==> config.mk <==
export PLATFORM = sky130hd
export DESIGN_NAME = amp_i2s_receiver
export DESIGN_NICKNAME = d
export VERILOG_FILES = /design/src/rtl/amp_audio_pkg.sv /design/src/rtl/amp_sample_fifo.sv /design/src/rtl/amp_i2s_receiver.sv
export SDC_FILE = /design/constraint.sdc
export NUM_CORES = 1
export LEC_CHECK = 0
export BUFFER_PORTS_ARGS = -buffer_cell sky130_fd_sc_hd__buf_4
export CORE_MARGIN = 1.5
export CORE_UTILIZATION = 35
export CTS_CLUSTER_SIZE = 28
export DETAILED_ROUTE_END_ITERATION = 7
export SYNTH_ARGS = -nofsm -noshare
export SYNTH_HDL_FRONTEND = slang
export SYNTH_SLANG_ARGS = --single-unit
==> constraint.sdc <==
create_clock -name clk -period 2.2 [get_ports clk]
set_clock_uncertainty 0.15 [all_clocks]
set_input_delay 0.22 -clock clk [delete_from_list [all_inputs] [get_ports clk]]
set_output_delay 0.22 -clock clk [all_outputs]
set_load 0.01 [all_outputs]
==> src/rtl/amp_audio_pkg.sv <==
// Shared constants and FSM encodings for the amp audio receive path.
package amp_audio_pkg;

  localparam int DW_DEF        = 16;
  localparam int SLOT_BITS_DEF = 32;
  localparam int FIFO_DEPTH    = 4;

  typedef enum logic [1:0] {
    ST_HUNT  = 2'd0,
    ST_LEFT  = 2'd1,
    ST_RIGHT = 2'd2
  } rx_state_t;

endpackage

==> src/rtl/amp_sample_fifo.sv <==
// Show-ahead pair FIFO; a write into a full FIFO is accepted when a read happens in the same cycle.
module amp_sample_fifo #(
  parameter int W     = 32,
  parameter int DEPTH = 4
) (
  input  logic         clk,
  input  logic         resetb,
  input  logic         wr_vld,
  input  logic [W-1:0] wr_data,
  output logic         full,
  output logic         rd_vld,
  output logic [W-1:0] rd_data,
  input  logic         rd_rdy
);

  localparam int AW = (DEPTH > 1) ? $clog2(DEPTH) : 1;

  logic [W-1:0]  mem [DEPTH];
  logic [AW-1:0] wr_ptr, rd_ptr;
  logic [AW:0]   count;
  logic          pop, push;

  assign full    = (count == (AW+1)'(DEPTH));
  assign rd_vld  = (count != '0);
  assign rd_data = mem[rd_ptr];
  assign pop     = rd_vld && rd_rdy;
  assign push    = wr_vld && (!full || pop);

  function automatic logic [AW-1:0] ptr_inc(input logic [AW-1:0] p);
    return (p == AW'(DEPTH-1)) ? '0 : p + 1'b1;
  endfunction

  always_ff @(posedge clk or negedge resetb) begin
    if (!resetb) begin
      wr_ptr <= '0;
      rd_ptr <= '0;
      count  <= '0;
      for (int i = 0; i < DEPTH; i++) mem[i] <= '0;
    end else begin
      if (push) begin
        mem[wr_ptr] <= wr_data;
        wr_ptr      <= ptr_inc(wr_ptr);
      end
      if (pop) rd_ptr <= ptr_inc(rd_ptr);
      if (push && !pop)      count <= count + 1'b1;
      else if (pop && !push) count <= count - 1'b1;
    end
  end

endmodule

==> src/rtl/amp_i2s_receiver.sv <==
// I2S slave receiver: oversampled deserialiser, lock tracking and pair hand-off.
// Define AMP_I2S_RX_FIFO_EN for a 4-entry pair FIFO instead of a single holding register.
module amp_i2s_receiver
  import amp_audio_pkg::*;
#(
  parameter int DW          = DW_DEF,
  parameter int SLOT_BITS   = SLOT_BITS_DEF,
  parameter int LOCK_FRAMES = 4,
  parameter int BCK_TIMEOUT = 64
) (
  input  logic          clk,
  input  logic          resetb,
  input  logic          i2s_bck,
  input  logic          i2s_ws,
  input  logic          i2s_d0,
  output logic [DW-1:0] pcm_left,
  output logic [DW-1:0] pcm_right,
  output logic          pcm_valid,
  input  logic          pcm_ready,
  output logic          audio_locked,
  output logic          frame_err,
  output logic          overrun
);

  localparam int CW = $clog2(SLOT_BITS + 2) + 1;
  localparam int TW = $clog2(BCK_TIMEOUT + 1);
  localparam int LW = $clog2(LOCK_FRAMES + 1);

  logic bck_p0, bck_p1, bck_p2, ws_p0, ws_p1, d0_p0, d0_p1;
  logic bck_rise, boundary, timeout, slot_ok, slot_good;
  logic slot_err, left_load, pair_push, pop, buf_full;
  logic ws_prev;
  logic [CW-1:0] bit_cnt, cnt_inc;
  logic [TW-1:0] to_cnt;
  logic [LW-1:0] lock_cnt;
  logic [DW-1:0] sreg, word_next, left_word;
  rx_state_t     state, state_nxt;

  function automatic logic [LW-1:0] sat_inc(input logic [LW-1:0] v);
    return (v == LW'(LOCK_FRAMES)) ? v : v + 1'b1;
  endfunction

  // stage p0/p1: two-flop synchronisers; p2: bck edge-detect flop
  always_ff @(posedge clk or negedge resetb) begin
    if (!resetb) begin
      {bck_p0, bck_p1, bck_p2} <= '0;
      {ws_p0, ws_p1, d0_p0, d0_p1} <= '0;
    end else begin
      bck_p0 <= i2s_bck;
      bck_p1 <= bck_p0;
      bck_p2 <= bck_p1;
      ws_p0  <= i2s_ws;
      ws_p1  <= ws_p0;
      d0_p0  <= i2s_d0;
      d0_p1  <= d0_p0;
    end
  end

  assign bck_rise  = bck_p1 & ~bck_p2;
  assign boundary  = bck_rise && (ws_p1 != ws_prev);
  assign timeout   = (to_cnt == TW'(BCK_TIMEOUT));
  assign cnt_inc   = (bit_cnt == '1) ? bit_cnt : bit_cnt + 1'b1;
  assign slot_ok   = (cnt_inc == CW'(SLOT_BITS));
  // Only the first DW bits of a slot form the word; later bits are counted but dropped.
  assign word_next = (bit_cnt < CW'(DW)) ? {sreg[DW-2:0], d0_p1} : sreg;
  assign slot_good = slot_ok && ((state == ST_LEFT && ws_p1) || (state == ST_RIGHT && !ws_p1));

  always_ff @(posedge clk or negedge resetb) begin
    if (!resetb) state <= ST_HUNT;
    else         state <= state_nxt;
  end

  always_comb begin
    state_nxt = state;
    if (timeout) begin
      state_nxt = ST_HUNT;
    end else if (boundary) begin
      case (state)
        ST_HUNT:  if (!ws_p1) state_nxt = ST_LEFT;
        ST_LEFT,
        ST_RIGHT: begin
          if (slot_good) state_nxt = ws_p1 ? ST_RIGHT : ST_LEFT;
          else           state_nxt = ws_p1 ? ST_HUNT  : ST_LEFT;
        end
        default:  state_nxt = ST_HUNT;
      endcase
    end
  end

  always_comb begin
    slot_err  = 1'b0;
    left_load = 1'b0;
    pair_push = 1'b0;
    if (!timeout && boundary && state != ST_HUNT) begin
      if (!slot_good)          slot_err  = 1'b1;
      else if (state == ST_LEFT) left_load = 1'b1;
      else                     pair_push = 1'b1;
    end
  end

  // stage p3: deserialiser, lock tracking and status pulses
  always_ff @(posedge clk or negedge resetb) begin
    if (!resetb) begin
      ws_prev      <= 1'b0;
      bit_cnt      <= '0;
      sreg         <= '0;
      left_word    <= '0;
      to_cnt       <= '0;
      lock_cnt     <= '0;
      audio_locked <= 1'b0;
      frame_err    <= 1'b0;
      overrun      <= 1'b0;
    end else begin
      frame_err    <= slot_err;
      overrun      <= pair_push && buf_full && !pop;
      audio_locked <= (lock_cnt == LW'(LOCK_FRAMES));
      to_cnt       <= bck_rise ? '0 : (timeout ? to_cnt : to_cnt + 1'b1);
      if (bck_rise) begin
        ws_prev <= ws_p1;
        if (boundary) begin
          bit_cnt <= '0;
          sreg    <= '0;
        end else begin
          bit_cnt <= cnt_inc;
          sreg    <= word_next;
        end
      end
      if (left_load) left_word <= word_next;
      if (timeout || slot_err) lock_cnt <= '0;
      else if (pair_push)      lock_cnt <= sat_inc(lock_cnt);
    end
  end

  assign pop = pcm_valid && pcm_ready;

`ifdef AMP_I2S_RX_FIFO_EN
  logic [2*DW-1:0] fifo_rd_data;

  amp_sample_fifo #(
    .W     (2*DW),
    .DEPTH (FIFO_DEPTH)
  ) u_fifo (
    .clk     (clk),
    .resetb  (resetb),
    .wr_vld  (pair_push),
    .wr_data ({left_word, word_next}),
    .full    (buf_full),
    .rd_vld  (pcm_valid),
    .rd_data (fifo_rd_data),
    .rd_rdy  (pcm_ready)
  );

  assign {pcm_left, pcm_right} = fifo_rd_data;
`else
  assign buf_full = pcm_valid;

  // stage p4: single holding register; a pop frees it for a same-cycle push
  always_ff @(posedge clk or negedge resetb) begin
    if (!resetb) begin
      pcm_valid <= 1'b0;
      pcm_left  <= '0;
      pcm_right <= '0;
    end else if (pair_push && (!pcm_valid || pcm_ready)) begin
      pcm_valid <= 1'b1;
      pcm_left  <= left_word;
      pcm_right <= word_next;
    end else if (pop) begin
      pcm_valid <= 1'b0;
    end
  end
`endif

endmodule

==> impl_metrics.py, run 1 <==
metrics = {
    "status": {
        "outcome": "finished, violations left",
        "violations": "negative setup slack",
    },
    "placement": {
        "placed_cells": 514,
        "finalWeightedCongestion": 0.820,
        "portBuffers": 41,
        "hpwl_um": 5350,
        "pre_cts_ws_ps": -46.1,
    },
    "power": {
        "ir_worst_vdd_mv": 0.337,
        "p_total_uw": 4000,
        "p_leak_uw": 0.00277,
        "powerDensity_nw_per_um2": 728,
    },
    "routing": {
        "vias": 2709,
        "dr.pass1.iters": 4,
        "drc": 0,
        "finalWirelength_um": 8420,
        "wl_per_cell_um": 15.5,
        "drt_iter0_markers": 107,
        "viasPerCell": 5.00,
        "postRouteAntennaNets": 0,
    },
    "timing": {
        "setup_viol": 26,
        "relSlewSlack_pct": 56.4,
        "fmax_mhz": 451,
        "fin_crit_sh_pct": 101,
        "tightest_slew_ps": 655,
        "layout_setup_ws_ps": -17.9,
        "fin_hold_ws_ps": 93.2,
        "period_minus_slack_ps": 2220,
        "setup_tns_ps": -292,
        "finalMaxSlewViolations": 0,
        "rsz0062_at_grt": "true",
        "final_hold_viol_count": 0,
    },
    "grt": {
        "grt_max_degree": 39,
        "grt_use_total_pct": 13.2,
        "grt_pass1_wl_um": 13400,
        "gr-total-overflow": 0,
        "antenna_found_initial": 0,
        "grt_pass1_vias": 2672,
    },
    "clock_network": {
        "cts_root_buf": "clkbuf_16",
        "cts_buffers": 9,
        "htreeDepth": 3,
        "tritoncts": "yes",
        "cts_sinks": 95,
        "path_clk_slew_ps": 70,
        "cts_buffer_depth": 2,
        "clk_latency_ps": 340,
    },
    "setup_path": {
        "start_kind": "flip-flop",
        "ff2ff_path_depth": 8,
        "critPathMaxFanout": 8,
        "crit_type": "flip-flop to flip-flop",
        "worstPathRequired_ps": 2280,
        "arrival_ps": 2300,
        "end_kind": "flip-flop",
    },
    "synthesis": {
        "ys.warnings.count": 0,
        "synth_top_family_by_area": "multiplexers",
        "synth_edf_count": 0,
        "synth_cell_type_count": 43,
        "synth_area_sq_um": 4310,
        "synthFlopType": "dfrtp_1",
        "synth-compound-area-share_pct": 7.86,
        "synth-simple-area-share_pct": 9.60,
        "avgSynthCellArea_sq_um": 13.9,
        "synth_xor_area_share_pct": 2.20,
        "synth_nets": 326,
        "synthCells": 311,
        "synthArstFlopShare_pct": 100,
        "muxShareOfSynthArea_pct": 20.2,
        "synthAdderAreaFrac_pct": 2.61,
        "yosysSeqAreaShare_pct": 55.1,
        "ys_ff_latch": 95,
    },
    "floorplanning": {
        "die_height_um": 114,
        "floorplan.initialDensity_pct": 35.9,
        "die_width_um": 114,
        "core_sq_um": 12000,
        "fp.dieArea_sq_um": 13000,
        "io_pins": 42,
        "rows": 40,
    },
    "final_layout": {
        "layout-drive-gt1-share_pct": 45.6,
        "antenna_cells": 0,
        "nets": 405,
        "layout_common_cells": "dfrtp_1 (94), buf_4 (68), mux2_4 (38)",
        "syn2layout_area_growth_pct": 27.3,
        "fill_cells": 1088,
        "final_cells": 542,
        "final_common_cell": "dfrtp_1",
    },
    "worst_hold_path": {
        "min_path_cells": 3,
        "hold_class": "primary input to flip-flop",
    },
    "run": {
        "drv_cap": 0,
    },
}
[timing repair]
action | in CTS | in global routing
cloned | 0 | 3
hold buffers | 4 | 0
endpoints found under the hold margin | 38 | 0
buffers inserted | 1 | 4
gates resized for setup | 4 | 11
pin swaps | 1 | 2
setup endpoints to repair | 33 | 67
[cells by family (layout without fill, tap and decap cells)]
kind of cell,Yosys count,after routing
AOI/OAI and AO/OA,48,48
buffers and inverters,20,104
and+or+nand+nor,64,64
xor gates and xnor gates,10,10
adders and majority gates,9,9
DFF,95,95
muxes,65,65
[synth_stat cells (8+ instances only)]
cell     number  area (sq um)
ha_1          9           113
nor2_1        9          33.8
dfrtp_1      95          2380
a21oi_1       8          40.0
nand2_1      13          48.8
mux2_4       37           556
a22o_1       18           158
o21ai_0       8          40.0
inv_1         9          33.8
mux2_2       27           304
[registers in the layout (all words and copies together) (netlist names), 2 cells and up]
signal / count
to_cnt: 7
bit_cnt: 7
state: 2
sreg: 16
pcm_left: 16
lock_cnt: 3
left_word: 16
pcm_right: 16
[path summary, 6_finish.rpt]
path	startpoint	to	slack [ps]
min in group asynchronous	resetb	to_cnt[2]	240
min reg2reg	ws_p0	ws_p1	200
min	pcm_ready	overrun	90
max in group asynchronous	resetb	left_word[13]	980
max reg2reg	bit_cnt[1]	pcm_right[8]	-20
max	bit_cnt[1]	pcm_right[8]	-20
[critical path, cell delays in order, from the launching register on]
cell and delay, ps:
dfrtp_1 420, ha_4 270, nor2_4 80, nand2_2 70, nor4_4 230, buf_4 170, nand4_4 170, clkbuf_16 250
mux2_4 300
[final cells by class]
cell class | count | area (sq um) | area share, %
sequential | 95 | 2380 | 43.3
clock buffer | 10 | 229 | 4.17
multi-input combinational | 196 | 1900 | 34.6
inverter | 9 | 33.8 | 0.615
timing repair buffer | 79 | 692 | 12.6
clock inverter | 6 | 76.3 | 1.39
tap | 147 | 184 | 3.35
[through the flow]
stage	util (%)	cell area, sq um
finish	45.7	5490
global route	45.7	5490
CTS	44.6	5360
detailed placement	41.6	4990
global placement	41.6	4990
floorplan	-	4330
[where the power goes]
group | switching (uW) | internal [uW] | leakage, uW
registers | 64.7 | 1810 | 0.00130
logic | 279 | 240 | 0.00133
clock network | 701 | 902 | 0.000143
[layer usage]
layer	part of all wire (%)	wire [um]	up-vias	track usage, %
met3	3.4	286	10	3.19
met4	1.4	115	0	5.58
met2	46	3860	48	19.8
met5	0	0	-	0
li1	-	-	1291	-
met1	49	4160	1360	18.3
Power figures use the tool's default switching activity.
==> run 2, diff against run 1 <==
--- a/config.mk
+++ b/config.mk
@@ -6,8 +6,9 @@
 export NUM_CORES = 1
 export LEC_CHECK = 0
 export BUFFER_PORTS_ARGS = -buffer_cell sky130_fd_sc_hd__buf_4
+export CAP_MARGIN = 20
 export CORE_MARGIN = 1.5
-export CORE_UTILIZATION = 35
+export CORE_UTILIZATION = 45
 export CTS_CLUSTER_SIZE = 28
 export DETAILED_ROUTE_END_ITERATION = 7
 export SYNTH_ARGS = -nofsm -noshare
==> constraint.sdc (replaced) <==
create_clock -name clk -period 2.4 [get_ports clk]
set_clock_uncertainty 0.15 [all_clocks]
set_input_delay 0.24 -clock clk [delete_from_list [all_inputs] [get_ports clk]]
set_output_delay 0.24 -clock clk [all_outputs]
set_load 0.01 [all_outputs]
==> impl_metrics.py, run 2 (synthesis gave the netlist of run 1 again) <==
metrics = {
    "status": {
        "outcome": "finished, final reports clean",
    },
    "grt": {
        "grt_max_degree": 43,
        "use_met3_pct": 3.19,
        "met1_usage_pct": 23.5,
        "top_usage_layer": "met2",
        "grt_pass1_wl_um": 12900,
        "gr-total-overflow": 0,
        "antenna_found_initial": 0,
        "grt_util_met2_pct": 24.1,
        "grt_use_total_pct": 16.1,
        "grt_pass1_vias": 2581,
    },
    "floorplanning": {
        "die_width_um": 101,
        "rows": 35,
        "floorplan.initialDensity_pct": 46.5,
        "fp.dieArea_sq_um": 10200,
        "core_sq_um": 9280,
        "die_height_um": 101,
        "io_pins": 42,
    },
    "setup_path": {
        "worstPathRequired_ps": 2500,
        "worst-path-buf-inv": 2,
        "start_kind": "flip-flop",
        "crit_cells": 8,
        "crit_type": "flip-flop to flip-flop",
        "worstPathCellList": "ha_4 -> and3_4 -> and2_4 -> nor4_4 -> buf_4 -> nand4_4 -> clkbuf_16 -> mux2_4",
        "r2r_slack_ps": 70,
        "critPathMaxFanout": 8,
        "ff2ff_path_depth": 8,
        "crit_family": "simple AND/OR/NAND/NOR gates",
        "cpMaxStageDelayCell": "dfrtp_2",
        "end_kind": "flip-flop",
        "arrival_ps": 2420,
        "cpPeakStageDelay_ps": 450,
    },
    "worst_hold_path": {
        "hold_class": "primary input to flip-flop",
        "min_path_cells": 3,
    },
    "timing": {
        "final_hold_viol_count": 0,
        "relSlewSlack_pct": 29.8,
        "setup_viol": 0,
        "tightest_slew_ps": 1050,
        "fin_crit_sh_pct": 96.9,
        "setup_tns_ps": 0,
        "rsz0062_at_grt": "false",
        "finalMaxSlewViolations": 0,
        "fmax_mhz": 430,
        "layout_setup_ws_ps": 73.3,
        "period_minus_slack_ps": 2330,
    },
    "routing": {
        "dr.pass1.iters": 4,
        "postRouteAntennaNets": 0,
        "finalWirelength_um": 8060,
        "wl_per_cell_um": 15.5,
        "drt_iter0_markers": 105,
        "vias": 2673,
        "drc": 0,
        "viasPerCell": 5.14,
    },
    "run": {
        "drv_cap": 0,
    },
    "clock_network": {
        "cts_root_buf": "clkbuf_8",
        "cts_buffers": 9,
        "htreeDepth": 3,
        "path_clk_slew_ps": 100,
        "tritoncts": "yes",
        "cts_buffer_depth": 2,
        "clk_latency_ps": 360,
        "cts_sinks": 95,
    },
    "final_layout": {
        "final_common_cell": "dfrtp_1",
        "utilization_pct": 57.0,
        "nets": 401,
        "layout_common_cells": "dfrtp_1 (94), buf_4 (64), mux2_4 (37)",
        "syn2layout_area_growth_pct": 22.7,
        "antenna_cells": 0,
        "layout-drive-gt1-share_pct": 43.5,
    },
    "placement": {
        "pre_cts_ws_ps": -15.3,
        "hpwl_um": 5220,
        "portBuffers": 41,
        "finalWeightedCongestion": 0.864,
    },
    "power": {
        "ir_worst_vdd_mv": 0.362,
        "powerDensity_nw_per_um2": 597,
        "p_leak_uw": 0.00270,
    },
}
-- run 2: cell count changes in the layout (fill, tap and decap cells not counted), moves of 2 or more --
| cell | change |
|---|---|
| clkbuf_8 | +9 |
| clkbuf_16 | -9 |
| nor2_1 | +2 |
| buf_4 | -4 |
| clkinv_4 | +2 |
| nand2_2 | -2 |
| clkinvlp_4 | -2 |
| nand2_1 | +2 |
-- run 2: metrics by stage --
| step | hold WS, ps | instance area, sq um | instances | total power [uW] |
|---|---|---|---|---|
| 2_1_floorplan | -206 | 4310 | 311 | 1980 |
| 3_3_place_gp | 45.3 | 4880 | 488 | 2110 |
| 4_1_cts | 28.3 | 5120 | 508 | 3130 |
| 3_5_place_dp | 47.2 | 4880 | 488 | 2120 |
| 5_1_grt | 41.6 | 5290 | 520 | 3330 |
| 6_report | 45.9 | 5290 | 520 | 3160 |
-- run 2: path summary, 6_finish.rpt --
check | start | end
worst max register to register | bit_cnt[1] | pcm_right[14]
worst min-delay path | pcm_ready | overrun
worst min register to register | d0_p0 | d0_p1
min in group asynchronous | resetb | sreg[7]
worst max-delay path | bit_cnt[1] | pcm_right[14]
max in group asynchronous | resetb | left_word[14]
-- run 2: where the power goes --
part	switching, uW	internal [uW]
Sequential	69.1	1660
Combinational	233	195
Clock	600	401
Total	903	2260
-- run 2: timing repair --
item                       in CTS  in global routing
buffers inserted                0                  9
gates cloned                    0                  3
hold endpoints to repair       30                  0
resized for setup               1                  8
pin swaps                       0                  4
hold buffers                    4                  0
setup endpoints to repair       5                 49
-- run 2: worst min-delay path, delay by kind of cell --
kind	cells	cell delay [ps]
buffers and inverters	1	70
and+or+nand+nor	2	200
-- run 2: layout make-up --
class	instances	area (sq um)
clock buffers	9	124
multi-input cells	196	1870
fillers	799	3990
clock inverters	7	62.6
flip-flops and latches	95	2380
repair buffers	75	662
well taps	129	161
inverters	9	33.8
-- run 2: per-layer routing --
| metal | routed length [um] | part of all wire, % |
|---|---|---|
| met4 | 95 | 1.2 |
| met1 | 4190 | 52 |
| met2 | 3570 | 44 |
| met3 | 204 | 2.5 |
| met5 | 0 | 0 |
==> run 3, diff against run 2 <==
--- a/config.mk
+++ b/config.mk
@@ -11,6 +11,7 @@
 export CORE_UTILIZATION = 45
 export CTS_CLUSTER_SIZE = 28
 export DETAILED_ROUTE_END_ITERATION = 7
+export PLACE_DENSITY_LB_ADDON = 0.15
 export SYNTH_ARGS = -nofsm -noshare
 export SYNTH_HDL_FRONTEND = slang
 export SYNTH_SLANG_ARGS = --single-unit
==> impl_metrics.py, run 3 (synthesis gave the netlist of run 1 again) <==
metrics = {
    "status": {
        "outcome": "finished, final reports clean",
    },
    "grt": {
        "top_usage_layer": "met1",
        "grt_util_met2_pct": 23.1,
        "grt_use_total_pct": 16.4,
        "grt_max_degree": 51,
        "use_met3_pct": 2.98,
        "gr-total-overflow": 0,
        "antenna_found_initial": 0,
        "grt_pass1_vias": 2624,
        "met1_usage_pct": 24.8,
        "grt_pass1_wl_um": 13000,
    },
    "timing": {
        "rsz0062_at_grt": "false",
        "tightest_slew_ps": 646,
        "relSlewSlack_pct": 56.6,
        "final_hold_viol_count": 0,
        "setup_viol": 0,
        "fmax_mhz": 441,
        "setup_tns_ps": 0,
        "fin_crit_sh_pct": 94.5,
        "finalMaxSlewViolations": 0,
        "layout_setup_ws_ps": 131,
        "period_minus_slack_ps": 2270,
    },
    "power": {
        "ir_worst_vdd_mv": 0.338,
        "powerDensity_nw_per_um2": 609,
        "p_leak_uw": 0.00267,
    },
    "placement": {
        "placed_cells": 494,
        "portBuffers": 41,
        "finalWeightedCongestion": 0.843,
        "hpwl_um": 5190,
        "place_area_sq_um": 4930,
        "pre_cts_ws_ps": 44.9,
    },
    "clock_network": {
        "path_clk_slew_ps": 100,
        "clk_latency_ps": 370,
        "cts_root_buf": "clkbuf_8",
        "cts_buffer_depth": 2,
        "cts_sinks": 95,
        "tritoncts": "yes",
        "cts_buffers": 9,
        "htreeDepth": 3,
    },
    "routing": {
        "vias": 2649,
        "dr.pass1.iters": 4,
        "drc": 0,
        "wl_per_cell_um": 14.8,
        "drt_iter0_markers": 142,
        "finalWirelength_um": 7630,
        "viasPerCell": 5.12,
        "postRouteAntennaNets": 0,
    },
    "final_layout": {
        "layout-drive-gt1-share_pct": 41.8,
        "final_common_cell": "dfrtp_1",
        "layout_common_cells": "dfrtp_1 (95), buf_4 (65), mux2_4 (37)",
        "final_area_sq_um": 5210,
        "syn2layout_area_growth_pct": 20.7,
        "antenna_cells": 0,
        "final_cells": 517,
        "nets": 398,
    },
    "floorplanning": {
        "die_height_um": 101,
        "fp.dieArea_sq_um": 10200,
        "io_pins": 42,
        "core_sq_um": 9280,
        "die_width_um": 101,
        "floorplan.initialDensity_pct": 46.5,
        "rows": 35,
    },
    "setup_path": {
        "r2r-end": "pcm_left[1]",
        "end_kind": "flip-flop",
        "cpMaxStageDelayCell": "or3_4",
        "worstPathRequired_ps": 2500,
        "r2r_slack_ps": 130,
        "crit_type": "flip-flop to flip-flop",
        "worstPathCellList": "inv_1 -> ha_1 -> or3_4 -> nor3_4 -> nand4_4 -> buf_4 -> mux2_4",
        "start_kind": "flip-flop",
        "r2r-start": "state[0]",
        "critPathMaxFanout": 7,
        "crit_family": "simple AND/OR/NAND/NOR gates",
        "cpPeakStageDelay_ps": 430,
        "critPathLaunch": "state[0]",
        "worst-path-buf-inv": 2,
        "ff2ff_path_depth": 7,
        "arrival_ps": 2370,
    },
    "run": {
        "drv_cap": 0,
    },
    "worst_hold_path": {
        "min_path_cells": 3,
        "hold_start": "pcm_ready",
        "hold_class": "primary input to flip-flop",
        "min_to": "overrun",
    },
}
==> run 3: worst max-delay path by stage <==
stage                     to  depth (start not counted)
3_3_place_gp    left_word[2]                          8
4_1_cts         left_word[0]                          8
3_5_place_dp    left_word[2]                          8
2_1_floorplan  left_word[10]                          7
5_1_grt          pcm_left[8]                          9
6_report         pcm_left[1]                          7
==> run 3: area by class of cell <==
type	count	area [sq um]
fill	785	4080
inverter	9	33.8
clock inverter	6	62.6
clock buffer	10	138
timing repair buffer	72	588
sequential	95	2380
tap	129	161
multi-input combinational	196	1850
==> run 3: what timing repair did <==
action,in CTS,in global routing
gates resized for setup,0,3
hold buffers,4,0
endpoints found under the hold margin,72,0
setup buffers,0,2
endpoints found under the setup margin,0,47
==> run 3: worst register-to-register path, stage by stage (launching register included) <==
cell	delay, ps
dfrtp_1	360
inv_1	60
ha_1	220
or3_4	430
nor3_4	220
nand4_4	180
buf_4	240
mux2_4	300
==> run 3: stage by stage <==
stage	util [%]	total power (uW)	hold WS [ps]
global route	56.1	3350	25.9
CTS	55.7	3200	7.20
detailed placement	53.1	2140	3.17
finish	56.1	3170	22.2
global placement	53.1	2140	2.87
floorplan	-	1980	-206
==> run 3: report_power, final <==
| part | total [uW] | internal, uW | switching (uW) |
|---|---|---|---|
| Sequential | 1720 | 1660 | 54.1 |
| Combinational | 415 | 186 | 228 |
| Clock | 1040 | 432 | 610 |
| Total | 3170 | 2280 | 893 |
==> run 3: per-layer routing <==
layer | vias to the layer above | wire length [um]
met5 | - | 0
met4 | 0 | 118
met3 | 9 | 199
met2 | 42 | 3320
met1 | 1324 | 3990
li1 | 1274 | -
